### config.mk
export PLATFORM = sky130hd
export DESIGN_NAME = servo_position_ramp
export DESIGN_NICKNAME = d
export VERILOG_FILES = /design/src/rtl/servo_position_ramp.sv
export SDC_FILE = /design/constraint.sdc
export NUM_CORES = 1
export LEC_CHECK = 0
export ABC_AREA = 1
export CELL_PAD_IN_SITES_DETAIL_PLACEMENT = 1
export CELL_PAD_IN_SITES_GLOBAL_PLACEMENT = 2
export CORE_MARGIN = 5
export CORE_UTILIZATION = 35
export DETAILED_ROUTE_END_ITERATION = 8
export MAX_ROUTING_LAYER = met4
export PLACE_DENSITY = 0.77
export REMOVE_ABC_BUFFERS = 1
export SYNTH_ARGS = -nofsm -noshare
export SYNTH_HDL_FRONTEND = slang
export SYNTH_SLANG_ARGS = --single-unit
### constraint.sdc
create_clock -name Main_clock -period 2.29 [get_ports Main_clock]
set_input_delay 0.687 -clock Main_clock [delete_from_list [all_inputs] [get_ports Main_clock]]
set_output_delay 0.687 -clock Main_clock [all_outputs]
set_load 0.05 [all_outputs]
### src/rtl/servo_position_ramp.sv
// Servo command stage: debounced load key captures a clamped target position,
// and the PWM duty code slews toward it one LSB per prescaler tick.
module servo_position_ramp #(
  parameter int unsigned in_freq   = 50000000,
  parameter int unsigned step_freq = 500,
  parameter int unsigned db_cycles = 500000,
  parameter int unsigned min_pos   = 0,
  parameter int unsigned max_pos   = 255,
  parameter int unsigned home_pos  = 0
) (
  input  logic       Main_clock,
  input  logic       reset,
  input  logic       enable,
  input  logic [7:0] target,
  input  logic       load_n,
  output logic [7:0] duty_cycle,
  output logic       busy,
  output logic       at_target
);

  localparam int unsigned POS_W    = 8;
  localparam int unsigned CNT_W    = 32;
  localparam int unsigned STEP_DIV = in_freq / step_freq;

  localparam logic [CNT_W-1:0] STEP_LAST = CNT_W'(STEP_DIV - 1);
  localparam logic [CNT_W-1:0] DB_LAST   = CNT_W'(db_cycles - 1);
  localparam logic [POS_W-1:0] MIN_POS   = POS_W'(min_pos);
  localparam logic [POS_W-1:0] MAX_POS   = POS_W'(max_pos);
  localparam logic [POS_W-1:0] HOME_POS  = POS_W'(home_pos);

  // Elaboration-time parameter sanity checks
  if (STEP_DIV < 2) begin : g_bad_step_div
    $error("servo_position_ramp: in_freq/step_freq must be >= 2");
  end
  if (db_cycles < 1) begin : g_bad_db_cycles
    $error("servo_position_ramp: db_cycles must be >= 1");
  end
  if ((min_pos > home_pos) || (home_pos > max_pos) || (max_pos > 255)) begin : g_bad_pos
    $error("servo_position_ramp: require min_pos <= home_pos <= max_pos <= 255");
  end

  typedef enum logic [1:0] {
    IDLE = 2'd0,
    UP   = 2'd1,
    DOWN = 2'd2
  } state_t;

  logic [1:0]       load_sync;
  logic [POS_W-1:0] target_s1;
  logic [POS_W-1:0] target_s2;
  logic             load_s;

  logic             db_state;
  logic [CNT_W-1:0] db_cnt;
  logic             press_c;

  logic [POS_W-1:0] target_clamped;
  logic [POS_W-1:0] target_reg;

  logic [CNT_W-1:0] pre_cnt;
  logic             tick;

  state_t           state;
  state_t           state_next;
  logic [POS_W-1:0] duty_next;
  logic             busy_next;

  // Two-flop synchronisers for the asynchronous switch and key inputs
  always_ff @(posedge Main_clock or negedge reset) begin
    if (!reset) begin
      load_sync <= 2'b11;
      target_s1 <= '0;
      target_s2 <= '0;
    end else begin
      load_sync <= {load_sync[0], load_n};
      target_s1 <= target;
      target_s2 <= target_s1;
    end
  end

  assign load_s = load_sync[1];

  // Key level is accepted only after db_cycles consecutive differing samples
  always_ff @(posedge Main_clock or negedge reset) begin
    if (!reset) begin
      db_state <= 1'b1;
      db_cnt   <= '0;
    end else if (load_s == db_state) begin
      db_cnt <= '0;
    end else if (db_cnt == DB_LAST) begin
      db_state <= ~db_state;
      db_cnt   <= '0;
    end else begin
      db_cnt <= db_cnt + CNT_W'(1);
    end
  end

  // Press is the 1->0 transition of the debounced level, taken on the toggle edge
  assign press_c = db_state && (load_s != db_state) && (db_cnt == DB_LAST);

  always_comb begin
    target_clamped = target_s2;
    if (target_s2 < MIN_POS) begin
      target_clamped = MIN_POS;
    end else if (target_s2 > MAX_POS) begin
      target_clamped = MAX_POS;
    end
  end

  always_ff @(posedge Main_clock or negedge reset) begin
    if (!reset) begin
      target_reg <= HOME_POS;
    end else if (press_c) begin
      target_reg <= target_clamped;
    end
  end

  // Step prescaler free-runs while enabled, parked at zero otherwise
  always_ff @(posedge Main_clock or negedge reset) begin
    if (!reset) begin
      pre_cnt <= '0;
    end else if (!enable) begin
      pre_cnt <= '0;
    end else if (pre_cnt == STEP_LAST) begin
      pre_cnt <= '0;
    end else begin
      pre_cnt <= pre_cnt + CNT_W'(1);
    end
  end

  assign tick = enable && (pre_cnt == STEP_LAST);

  // State register with the registered outputs
  always_ff @(posedge Main_clock or negedge reset) begin
    if (!reset) begin
      state      <= IDLE;
      duty_cycle <= HOME_POS;
      busy       <= 1'b0;
    end else begin
      state      <= state_next;
      duty_cycle <= duty_next;
      busy       <= busy_next;
    end
  end

  // Direction follows the registered position/target; frozen while disabled
  always_comb begin
    state_next = state;
    if (enable) begin
      if (duty_cycle < target_reg) begin
        state_next = UP;
      end else if (duty_cycle > target_reg) begin
        state_next = DOWN;
      end else begin
        state_next = IDLE;
      end
    end
  end

  // Step uses the current state, so a capture on a tick edge takes effect next cycle
  always_comb begin
    duty_next = duty_cycle;
    busy_next = busy;
    if (enable) begin
      busy_next = (state_next != IDLE);
    end
    if (tick) begin
      case (state)
        UP:      duty_next = duty_cycle + POS_W'(1);
        DOWN:    duty_next = duty_cycle - POS_W'(1);
        default: duty_next = duty_cycle;
      endcase
    end
  end

  assign at_target = (duty_cycle == target_reg);

endmodule
==> impl_metrics.env <==
export IMPL_hold_viol=0
export IMPL_routed_wirelength_um=16400
export IMPL_seqCellArea_mm2=0.00256
export IMPL_max_vdd_ir_drop_mv=0.315
export IMPL_hold_path_class="input pin to async pin"
export IMPL_reg2regPathDepth=11
export IMPL_dieArea_mm2=0.0194
export IMPL_netlist_area_mm2=0.00584
export IMPL_relSlewSlack_pct=67.0
export IMPL_cellPowerDensity_mw_per_mm2=517
export IMPL_fp_dieH_um=139
export IMPL_htree_levels=3
export IMPL_yosysTopAreaCell="dfrtp_1"
export IMPL_numCtsBuffers=9
export IMPL_netlist_top_cells_area="dfrtp_1 (42%), nand2_1 (19%), nor2_1 (12%)"
export IMPL_avgRoutedWirePerCell_um=15.0
export IMPL_cap_violations=0
export IMPL_layout_nets=901
export IMPL_cp_start_kind="flop"
export IMPL_hpwlAfterDp_um=12800
export IMPL_fin_crit_sh_pct=97.1
export IMPL_synthTopCellsByCount="nand2_1 (293), nor2_1 (182), dfrtp_1 (99)"
export IMPL_synthCells=822
export IMPL_final_cell_area_mm2=0.00683
export IMPL_antenna_found_initial=0
export IMPL_fmax_mhz=450
export IMPL_tightest_slew_ns=0.494
export IMPL_initialDrtViolationCount=164
export IMPL_multi_input_comb_area_mm2=0.00299
export IMPL_reg2reg_slack_ns=0.31
export IMPL_drt_pre_antenna_iters=4
export IMPL_synthSimpleGateAreaFrac_pct=40.7
export IMPL_synth_compound_area_share_pct=1.03
export IMPL_drc_errors=0
export IMPL_r2r_start="state[0]$_DFF_PN0_"
export IMPL_p_leak_nw=3.12
export IMPL_whs_ns=0.270
export IMPL_cts_tree="yes"
export IMPL_rows=47
export IMPL_coreArea_mm2=0.0165
export IMPL_top_regs="db_cnt x32, pre_cnt x32"
export IMPL_total_power_mw=3.53
export IMPL_root_buffer="clkbuf_16"
export IMPL_io_buffers=21
export IMPL_overflow=0
export IMPL_fill_cells=2052
export IMPL_place_gp_congestion=0.903
export IMPL_worstReg2RegEnd="duty_cycle[5]$_DFFE_PN0P_"
export IMPL_async_reset_ff_share_pct=100
export IMPL_grt_pass1_wl_um=27400
export IMPL_fin_setup_tns_ns=0
export IMPL_synth_top_family_by_area="simple AND/OR/NAND/NOR gates"
export IMPL_clkTransAtPathRegs_ns=0.07
export IMPL_dp_cells=1063
export IMPL_fin_crit_ns=2.22
export IMPL_utilization_pct=41.5
export IMPL_place_ws_ns=0.293
export IMPL_drive_gt1_share_pct=10.7
export IMPL_cp_data_required_time_ns=1.60
export IMPL_synth_edf_count=0
export IMPL_ys_seq_elements=102
export IMPL_synth_top_area_share_pct=42.4
export IMPL_start_util_pct=35.5
export IMPL_yosys_warnings=0
export IMPL_via_count=5145
export IMPL_report_final_setup_viol=0
export IMPL_synth_ff_type="dfrtp_1"
export IMPL_final_cells=1095
export IMPL_synth_xor_area_share_pct=4.20
export IMPL_skew_ns=0.0141
export IMPL_cp_end_kind="output pin"
export IMPL_ioPinCount=22
export IMPL_num_antenna_cells=0
export IMPL_cts_hold_buffers_added=0
export IMPL_viasPerCell=4.70
export IMPL_critical_path_arrival_ns=1.54
export IMPL_syn_avg_cell_area_um2=7.10
export IMPL_synthMuxAreaShare_pct=0
export IMPL_syn_to_final_growth_pct=16.9
export IMPL_grt_start_max_net_pins=40
export IMPL_place_area_mm2=0.00635
export IMPL_drv_slew=0
export IMPL_clockBufferDepth=2
export IMPL_grtUsageTotal_pct=18.0
export IMPL_cts_sinks=102
export IMPL_synth_cell_types=30
export IMPL_seq_area_frac_synth_pct=43.8
export IMPL_yosysMostFrequentCell="nand2_1"
export IMPL_criticalPathCategory="flop to output pin"
export IMPL_status="finished clean"
export IMPL_crit_fanout=3
export IMPL_clk_latency_ns=0.36
export IMPL_fin_ws_ns=0.0657
export IMPL_synthAdderAreaFrac_pct=4.20
export IMPL_die_x_um=139
export IMPL_grt_pass1_vias=5401
export IMPL_final_antenna_net_count=0
## layout make-up
class / instances / area share, %
timing repair buffer: 42 / 5.44
multi-input combinational: 626 / 43.8
clock inverter: 6 / 0.861
sequential: 102 / 37.5
tap: 220 / 4.03
clock buffer: 10 / 3.50
inverter: 89 / 4.89
## logic make-up (layout without fill, tap and decap cells)
logic type                 count (synthesis)  after routing
and+or+nand+nor                          568            568
DFF                                      102            102
buffers and inverters                     94            147
xor gates and xnor gates                  28             28
adders and majority gates                 19             19
AOI/OAI and AO/OA                         11             11
## how the worst max path moves through the flow
stage | from | to
after CTS | duty_cycle[5]$_DFFE_PN0P_ | at_target
after floorplan | duty_cycle[0]$_DFFE_PN0P_ | at_target
after global placement | duty_cycle[7]$_DFFE_PN0P_ | at_target
after detailed placement | duty_cycle[7]$_DFFE_PN0P_ | at_target
after global routing | target_reg[5]$_DFFE_PN0P_ | at_target
final | duty_cycle[5]$_DFFE_PN0P_ | at_target
## placed cells by master (no fill, tap or decap), types with 10 or more instances in the layout
master	n
buf_4	26
clkdlybuf4s50_1	11
dfrtp_1	95
ha_1	14
inv_1	84
nand2_1	292
nand3_1	44
nor2_1	181
xnor2_1	10
xor2_1	18
## power breakdown
| part | switching, mW | leakage [nW] | internal, mW |
|---|---|---|---|
| combinational | 0.0811 | 1.61 | 0.0366 |
| sequential | 0.0143 | 1.36 | 1.83 |
| clock | 0.772 | 0.145 | 0.800 |
| total | 0.867 | 3.12 | 2.66 |
## repair_timing
action                                  CTS  global route
endpoints found under the setup margin    4             1
pin swaps                                 2             1
hold endpoints to repair                  0             0
buffers inserted                          1            15
resized for setup                         7            10
## metal layers
metal / share of wire, % / wire (µm) / GRT usage [%]
met4: 1.7 / 274 / 4.43
met5: 0 / 0 / -
met2: 52 / 8550 / 31.7
met1: 44 / 7230 / 21.5
met3: 2.0 / 336 / 3.24
## critical path, stage by stage, from the launching register on
cell	delay, ns
dfrtp_1	0.41
ha_1	0.30
nand2_1	0.09
nor2_4	0.10
nand2_1	0.07
inv_2	0.08
buf_12	0.13
(Power assumes the default switching activity.)
